<file path="src/rtl/cache_controller_if.sv">
// cache_controller_if: CPU request/response channel and main-memory word-transfer channel
// for cache_controller.
//   req_valid/req_ready  CPU request handshake; req_write, req_addr, req_wdata describe it.
//   resp_valid           one-cycle completion pulse; resp_rdata carries load data.
//   mem_req              memory transfer active; mem_read_write 1 = write, 0 = read.
//   mem_addr, mem_wdata  word-aligned address and writeback data.
//   mem_rdata, mem_done  refill data and per-word completion from memory.
// Modport master is the controller side; slave is the CPU/memory environment side.
interface cache_controller_if #(
  parameter int unsigned ADDR_WIDTH = 10
);
  logic                  req_valid;
  logic                  req_write;
  logic [ADDR_WIDTH-1:0] req_addr;
  logic [31:0]           req_wdata;
  logic                  req_ready;
  logic                  resp_valid;
  logic [31:0]           resp_rdata;
  logic                  mem_req;
  logic                  mem_read_write;
  logic [ADDR_WIDTH-1:0] mem_addr;
  logic [31:0]           mem_wdata;
  logic [31:0]           mem_rdata;
  logic                  mem_done;

  modport master (
    input  req_valid, req_write, req_addr, req_wdata, mem_rdata, mem_done,
    output req_ready, resp_valid, resp_rdata, mem_req, mem_read_write, mem_addr, mem_wdata
  );

  modport slave (
    output req_valid, req_write, req_addr, req_wdata, mem_rdata, mem_done,
    input  req_ready, resp_valid, resp_rdata, mem_req, mem_read_write, mem_addr, mem_wdata
  );
endinterface

</file>
<file path="src/rtl/cache_controller.sv">
// cache_controller: direct-mapped, write-back, write-allocate cache between the CPU data port
// and a byte-addressed main memory. Owns tag/valid/dirty/data arrays, moves whole blocks
// word-by-word on the memory channel and keeps saturating hit/miss counters.
// Ports:
//   clock       system clock, rising edge
//   reset       synchronous active-high reset
//   bus         cache_controller_if.master (CPU request/response + memory transfer)
//   hit_count   first-pass hits, saturating at 0xFFFF
//   miss_count  misses, saturating at 0xFFFF
module cache_controller #(
  parameter int unsigned ADDR_WIDTH      = 10,
  parameter int unsigned NUM_LINES       = 4,
  parameter int unsigned WORDS_PER_BLOCK = 4
) (
  input  logic                clock,
  input  logic                reset,
  cache_controller_if.master  bus,
  output logic [15:0]         hit_count,
  output logic [15:0]         miss_count
);
  localparam int unsigned OffW      = $clog2(WORDS_PER_BLOCK);
  localparam int unsigned IdxW      = $clog2(NUM_LINES);
  localparam int unsigned WordAddrW = ADDR_WIDTH - 2;
  localparam int unsigned TagW      = WordAddrW - IdxW - OffW;

  typedef enum logic [1:0] {StIdle, StCompare, StWriteback, StAllocate} state_t;
  state_t stateQ, stateD;

  logic                 reqWriteQ;
  logic [WordAddrW-1:0] reqWordQ;
  logic [31:0]          reqWdataQ;
  logic                 refilledQ;   // set once the line was just refilled for this request
  logic [OffW-1:0]      cntQ;
  logic [TagW-1:0]      tagQ  [NUM_LINES];
  logic [NUM_LINES-1:0] validQ;
  logic [NUM_LINES-1:0] dirtyQ;
  logic [31:0]          dataQ [NUM_LINES][WORDS_PER_BLOCK];
  logic [15:0]          hitCountQ;
  logic [15:0]          missCountQ;

  logic [OffW-1:0] woff;
  logic [IdxW-1:0] idx;
  logic [TagW-1:0] reqTag;
  logic            hit;
  logic            lastWord;
  logic            unusedAddrBits;

  // Word access only: the byte offset is dropped when the request is latched.
  assign unusedAddrBits = ^bus.req_addr[1:0];

  assign woff     = reqWordQ[OffW-1:0];
  assign idx      = reqWordQ[OffW +: IdxW];
  assign reqTag   = reqWordQ[WordAddrW-1 -: TagW];
  assign hit      = validQ[idx] && (tagQ[idx] == reqTag);
  assign lastWord = (cntQ == OffW'(WORDS_PER_BLOCK - 1));

  assign hit_count  = hitCountQ;
  assign miss_count = missCountQ;

  always_ff @(posedge clock) begin
    if (reset) stateQ <= StIdle;
    else       stateQ <= stateD;
  end

  always_comb begin
    stateD = stateQ;
    unique case (stateQ)
      StIdle:      if (bus.req_valid) stateD = StCompare;
      StCompare: begin
        if (hit)                            stateD = StIdle;
        else if (validQ[idx] && dirtyQ[idx]) stateD = StWriteback;
        else                                stateD = StAllocate;
      end
      StWriteback: if (bus.mem_done && lastWord) stateD = StAllocate;
      StAllocate:  if (bus.mem_done && lastWord) stateD = StCompare;
      default:     stateD = StIdle;
    endcase
  end

  always_comb begin
    bus.req_ready      = 1'b0;
    bus.resp_valid     = 1'b0;
    bus.resp_rdata     = '0;
    bus.mem_req        = 1'b0;
    bus.mem_read_write = 1'b0;
    bus.mem_addr       = '0;
    bus.mem_wdata      = '0;
    unique case (stateQ)
      StIdle: bus.req_ready = 1'b1;
      StCompare: begin
        bus.resp_valid = hit;
        if (hit && !reqWriteQ) bus.resp_rdata = dataQ[idx][woff];
      end
      StWriteback: begin
        bus.mem_req        = 1'b1;
        bus.mem_read_write = 1'b1;
        bus.mem_addr       = {tagQ[idx], idx, cntQ, 2'b00};
        bus.mem_wdata      = dataQ[idx][cntQ];
      end
      StAllocate: begin
        bus.mem_req  = 1'b1;
        bus.mem_addr = {reqTag, idx, cntQ, 2'b00};
      end
      default: ;
    endcase
  end

  always_ff @(posedge clock) begin
    if (reset) begin
      reqWriteQ  <= 1'b0;
      reqWordQ   <= '0;
      reqWdataQ  <= '0;
      refilledQ  <= 1'b0;
      cntQ       <= '0;
      validQ     <= '0;
      dirtyQ     <= '0;
      hitCountQ  <= '0;
      missCountQ <= '0;
      for (int i = 0; i < NUM_LINES; i++) begin
        tagQ[i] <= '0;
        for (int w = 0; w < WORDS_PER_BLOCK; w++) dataQ[i][w] <= '0;
      end
    end else begin
      unique case (stateQ)
        StIdle: begin
          if (bus.req_valid) begin
            reqWriteQ <= bus.req_write;
            reqWordQ  <= bus.req_addr[ADDR_WIDTH-1:2];
            reqWdataQ <= bus.req_wdata;
            refilledQ <= 1'b0;
          end
        end
        StCompare: begin
          if (hit) begin
            if (reqWriteQ) begin
              dataQ[idx][woff] <= reqWdataQ;
              dirtyQ[idx]      <= 1'b1;
            end
            // The re-compare after a refill completes a miss, not a hit.
            if (!refilledQ && (hitCountQ != 16'hFFFF)) hitCountQ <= hitCountQ + 16'd1;
          end else begin
            if (missCountQ != 16'hFFFF) missCountQ <= missCountQ + 16'd1;
            cntQ <= '0;
          end
        end
        StWriteback: begin
          if (bus.mem_done) cntQ <= lastWord ? '0 : cntQ + OffW'(1);
        end
        StAllocate: begin
          if (bus.mem_done) begin
            dataQ[idx][cntQ] <= bus.mem_rdata;
            cntQ             <= lastWord ? '0 : cntQ + OffW'(1);
            if (lastWord) begin
              tagQ[idx]   <= reqTag;
              validQ[idx] <= 1'b1;
              dirtyQ[idx] <= 1'b0;
              refilledQ   <= 1'b1;
            end
          end
        end
        default: ;
      endcase
    end
  end
endmodule

</file>
<file path="src/flat_wrapper.sv">
// flat-port wrapper written by rule: the top's interface ports become plain ports
module cache_controller_flat 
#(
  parameter int unsigned ADDR_WIDTH      = 10,
  parameter int unsigned NUM_LINES       = 4,
  parameter int unsigned WORDS_PER_BLOCK = 4
)
  (clock, reset, hit_count, miss_count, bus_req_valid, bus_req_write, bus_req_addr, bus_req_wdata, bus_mem_rdata, bus_mem_done, bus_req_ready, bus_resp_valid, bus_resp_rdata, bus_mem_req, bus_mem_read_write, bus_mem_addr, bus_mem_wdata);
  cache_controller_if #(.ADDR_WIDTH(ADDR_WIDTH)) bus_i ();
  input  logic clock;
  input  logic reset;
  output logic [15:0] hit_count;
  output logic [15:0] miss_count;
  input wire logic [$bits(bus_i.req_valid)-1:0] bus_req_valid;
  input wire logic [$bits(bus_i.req_write)-1:0] bus_req_write;
  input wire logic [$bits(bus_i.req_addr)-1:0] bus_req_addr;
  input wire logic [$bits(bus_i.req_wdata)-1:0] bus_req_wdata;
  input wire logic [$bits(bus_i.mem_rdata)-1:0] bus_mem_rdata;
  input wire logic [$bits(bus_i.mem_done)-1:0] bus_mem_done;
  output wire logic [$bits(bus_i.req_ready)-1:0] bus_req_ready;
  output wire logic [$bits(bus_i.resp_valid)-1:0] bus_resp_valid;
  output wire logic [$bits(bus_i.resp_rdata)-1:0] bus_resp_rdata;
  output wire logic [$bits(bus_i.mem_req)-1:0] bus_mem_req;
  output wire logic [$bits(bus_i.mem_read_write)-1:0] bus_mem_read_write;
  output wire logic [$bits(bus_i.mem_addr)-1:0] bus_mem_addr;
  output wire logic [$bits(bus_i.mem_wdata)-1:0] bus_mem_wdata;
  assign bus_i.req_valid = bus_req_valid;
  assign bus_i.req_write = bus_req_write;
  assign bus_i.req_addr = bus_req_addr;
  assign bus_i.req_wdata = bus_req_wdata;
  assign bus_i.mem_rdata = bus_mem_rdata;
  assign bus_i.mem_done = bus_mem_done;
  assign bus_req_ready = bus_i.req_ready;
  assign bus_resp_valid = bus_i.resp_valid;
  assign bus_resp_rdata = bus_i.resp_rdata;
  assign bus_mem_req = bus_i.mem_req;
  assign bus_mem_read_write = bus_i.mem_read_write;
  assign bus_mem_addr = bus_i.mem_addr;
  assign bus_mem_wdata = bus_i.mem_wdata;
  cache_controller #(.ADDR_WIDTH(ADDR_WIDTH), .NUM_LINES(NUM_LINES), .WORDS_PER_BLOCK(WORDS_PER_BLOCK)) u_core (.clock(clock), .reset(reset), .bus(bus_i), .hit_count(hit_count), .miss_count(miss_count));
endmodule
</file>
<file path="config.mk">
export PLATFORM = sky130hd
export DESIGN_NAME = cache_controller_flat
export DESIGN_NICKNAME = d
export VERILOG_FILES = /design/src/rtl/cache_controller_if.sv /design/src/rtl/cache_controller.sv /design/src/flat_wrapper.sv
export SDC_FILE = /design/constraint.sdc
export NUM_CORES = 1
export LEC_CHECK = 0
export CORE_MARGIN = 2
export CORE_UTILIZATION = 40
export CTS_CLUSTER_DIAMETER = 100
export DETAILED_ROUTE_END_ITERATION = 8
export SLEW_MARGIN = 20
export SYNTH_ARGS = -nofsm -noshare
export SYNTH_HDL_FRONTEND = slang
export SYNTH_SLANG_ARGS = --single-unit
</file>
<file path="constraint.sdc">
create_clock -name clock -period 7.8 [get_ports clock]
set_clock_uncertainty 0.15 [all_clocks]
set_input_delay 1.56 -clock clock [delete_from_list [all_inputs] [get_ports clock]]
set_output_delay 1.56 -clock clock [all_outputs]
set_load 0.05 [all_outputs]
</file>
==> results.json <==
{
  "cts_hold_repair.buffers": 0,
  "layout_commonest_cell": "edfxtp_1",
  "pwr_cell_area_mw_per_mm2": 232,
  "unrepaired_setup_endpoints_after_global_routing": "false",
  "max_stage_delay_ns": 0.82,
  "post_synth_mux_area_share_pct": 15.2,
  "crit_path_cell_trace": "mux4_2, xnor2_1, nand2_1, nor2_1, nand2_1, inv_1, nand2b_2, buf_4, nor2b_1, clkdlybuf4s50_1",
  "critical_path_depth": 10,
  "timing.critical_path.to": "bus_resp_rdata[5]",
  "buffer_cell_driving_the_clock_tree_root": "clkbuf_16",
  "ant_nets": 0,
  "ctsLongestPathBuffers": 3,
  "path_class": "reg -> out",
  "synth_compound_area_share_pct": 11.9,
  "cts_made_buffers": 68,
  "post_route_cells_drive_above_1_share_pct": 18.0,
  "yosys.area_share.simple_pct": 8.90,
  "post-cts-setup-buffer-count": 0,
  "globalRoute.totalOverflow": 0,
  "drc": 0,
  "fp-row-count": 99,
  "post-route-util_pct": 47.1,
  "hold-worst-slack_ns": 0.316,
  "antenna_violations_before_repair": 5,
  "power.static_leakage_nw": 11.5,
  "cts_resized": 0,
  "layout.filler_cells": 6321,
  "netlist_area_mm2": 0.0296,
  "max_slew_headroom_pct": 22.9,
  "h-tree-depth": 3,
  "maxCapViolations": 0,
  "crit_top_cell": "nand2_1",
  "ioPinCount": 189,
  "area.sequential_mm2": 0.0176,
  "drt_wl_total_um": 94700,
  "drt_iter0_drc": 2583,
  "tritoncts": "done",
  "grt_pass1_vias": 20500,
  "tightestPinTransition_ns": 1.15,
  "core_mm2": 0.0732,
  "post_layout_nonfiller_instances": 3228,
  "ys_dominant_reg_cell": "edfxtp_1",
  "ys_warn_count": 0,
  "crit-reg2reg-capture": "u_core.dataQ[0][111]$_SDFFCE_PN0P_",
  "critical_path.startpoint_type": "flop",
  "total_number_of_clock_tree_sinks": 616,
  "crit_slowest_cell": "clkdlybuf4s50_1",
  "design.die.area_mm2": 0.0763,
  "cts.clk_slew.worst_paths_ns": 0.06,
  "drt_pass1_iterations": 5,
  "yosys.area_share.xor_xnor_pct": 0.621,
  "grt_start_max_net_pins": 113,
  "worstPathRequired_ns": 6.09,
  "route.vias.total": 20300,
  "clock_insertion_delay_worst_skew_ns": 0.61,
  "worstPathArrival_ns": 5.04,
  "detailed_route_wire_length_per_cell_um": 29.3,
  "min_path_type": "reg -> reg",
  "crit_family": "buffers and inverters",
  "placedCellCount": 3103,
  "synthAdderAreaFrac_pct": 0.422,
  "vdd_drop_max_mv": 0.141,
  "stdcell_area_mm2": 0.0345,
  "post_synth_inst_count": 2150,
  "die_h_um": 276,
  "critical_path_peak_fanout": 21,
  "dpl_cell_area_mm2": 0.0323,
  "synth_async_sr_flop_share_pct": 0,
  "detailedPlacementHpwl_um": 53900,
  "yosysUniqueCellTypes": 57,
  "r2r.worst_path.cells": 9,
  "period_minus_slack_ns": 6.75,
  "finalSetupTns_ns": 0,
  "die_width_um": 276,
  "setup_violations": 0,
  "grt_util_all_layers_pct": 24.6,
  "final.period_utilization_pct": 86.5,
  "initial_core_util_pct": 40.5,
  "most-common-layout-cells": "edfxtp_1, nor2_1, a22o_1, mux4_2, clkdlybuf4s50_1",
  "port-buffer-count": 184,
  "hold_viol_final": 0,
  "multi_input_comb_area_mm2": 0.0112,
  "number_of_buffer_and_inverter_instances_along_the_worst_setup_path": 3,
  "global_route_wire_length_before_repair_um": 138000,
  "syn-mean-instance-area_um2": 13.8,
  "synth-edff-count": 528,
  "critical_path.endpoint_type": "output pin",
  "register_to_register_setup_slack_ns": 2.96,
  "final-max-slew-violation-count": 0,
  "routed_via_density": 6.28,
  "postSynthRegisterBits": 616,
  "flow.area_growth_from_synthesis_pct": 16.4,
  "synth-seq-area-share_pct": 59.5,
  "gp_congestion": 0.797,
  "nets": 2304,
  "achievable-frequency_mhz": 148,
  "synth_top_family_by_area": "multiplexers",
  "status": "finished, final reports clean"
}
[where the power goes]
group	leakage [nW]	internal [mW]	switching, mW
Combinational	4.27	0.413	0.656
Sequential	6.17	3.69	0.138
Clock	1.05	1.79	1.33
[worst reg2reg max path: stages (launching register included)]
cell and delay [ns]:
dfxtp_4 0.64, mux4_2 0.61, xnor2_1 0.26, nand2_1 0.33, nor2_1 0.22, nand2_1 0.29
inv_1 0.28, a31oi_1 0.36, o21bai_4 0.75, buf_4 0.56
[routing by layer]
layer | global-route usage, % | part of all wire [%] | vias up
li1 | - | - | 8472
met5 | 0 | 0.021 | -
met3 | 5.11 | 9.5 | 175
met1 | 32.5 | 39 | 10500
met2 | 40.2 | 48 | 1073
met4 | 9.23 | 3.2 | 2
[synthesized netlist by cell type (all sizes together) (2+ instances only)]
cell      n  area [µm²]
edfxtp  528       15900
nor2    324        1220
a22o    260        2280
mux4    198        4460
clkbuf  185         694
nand2   109         409
dfxtp    88        1760
a22oi    64         480
a21oi    61         305
buf      61         289
and2     41         257
nor2b    37         231
xnor2    17         149
inv      16        60.1
nand3    15        75.1
and3     13        81.3
o21bai   13        97.6
nor3     12        70.1
ha       10         125
nand2b   10        62.6
o21ai    10        50.1
a21o      9        67.6
nand4     9        56.3
or4       7        52.6
and4      4        35.0
o31ai     4        30.0
o41ai     4        35.0
xor2      4        35.0
a31o      3        26.3
nor4      3        33.8
o211ai    3        22.5
or3       3        18.8
a211oi    2        15.0
a21boi    2        15.0
a41oi     2        17.5
mux2      2        22.5
nor4b     2        17.5
o21ba     2        20.0
or2       2        12.5
[worst min path at each step]
stage / startpoint / to / slack (ns) / depth (start not counted)
2_1_floorplan: u_core.validQ[2]$_SDFFE_PP0P_ / u_core.validQ[2]$_SDFFE_PP0P_ / 0.28 / 2
3_3_place_gp: u_core.validQ[2]$_SDFFE_PP0P_ / u_core.validQ[2]$_SDFFE_PP0P_ / 0.29 / 2
3_5_place_dp: u_core.validQ[2]$_SDFFE_PP0P_ / u_core.validQ[2]$_SDFFE_PP0P_ / 0.31 / 2
4_1_cts: u_core.reqWordQ[0]$_SDFFE_PP0P_ / u_core.reqWordQ[0]$_SDFFE_PP0P_ / 0.32 / 2
5_1_grt: u_core.reqWordQ[0]$_SDFFE_PP0P_ / u_core.reqWordQ[0]$_SDFFE_PP0P_ / 0.34 / 2
6_report: u_core.validQ[2]$_SDFFE_PP0P_ / u_core.validQ[2]$_SDFFE_PP0P_ / 0.32 / 2
[area by class of cell]
class / instances / area share, %
Antenna cell: 3 / 0.0218
Clock buffer: 99 / 5.71
Clock inverter: 22 / 0.475
Inverter: 16 / 0.174
Multi-Input combinational cell: 1273 / 32.4
Sequential cell: 616 / 51.1
Tap cell: 959 / 3.48
Timing Repair Buffer: 240 / 6.59
[cells by family (layout without fill, tap and decap cells)]
group / after synthesis / in the layout
buffers and inverters: 262 / 377
XOR/XNOR: 21 / 21
other: 1 / 5
AND/OR/NAND/NOR: 592 / 592
flip-flops: 616 / 616
AO/OA/AOI/OAI: 447 / 447
adder cells (fa/ha/maj): 10 / 10
multiplexers: 201 / 201
[sequential cells by signal, summed over array words and instances (netlist names), named ones only]
name               count
u_core.reqWriteQ       1
u_core.refilledQ       1
u_core.cntQ            2
u_core.hit_count      16
u_core.validQ          4
u_core.stateQ          2
u_core.dataQ         512
u_core.tagQ           16
u_core.reqWdataQ      32
u_core.reqWordQ        8
u_core.miss_count     16
[per-stage QoR]
step                      setup slack (ns)  power [mW]
after CTS                            0.949        8.05
after global routing                 0.696        8.25
final                                 1.05        8.02
after detailed placement              1.60        4.96
after floorplan                       2.87        4.55
after global placement                1.70        4.95
(Power assumes the default switching activity.)
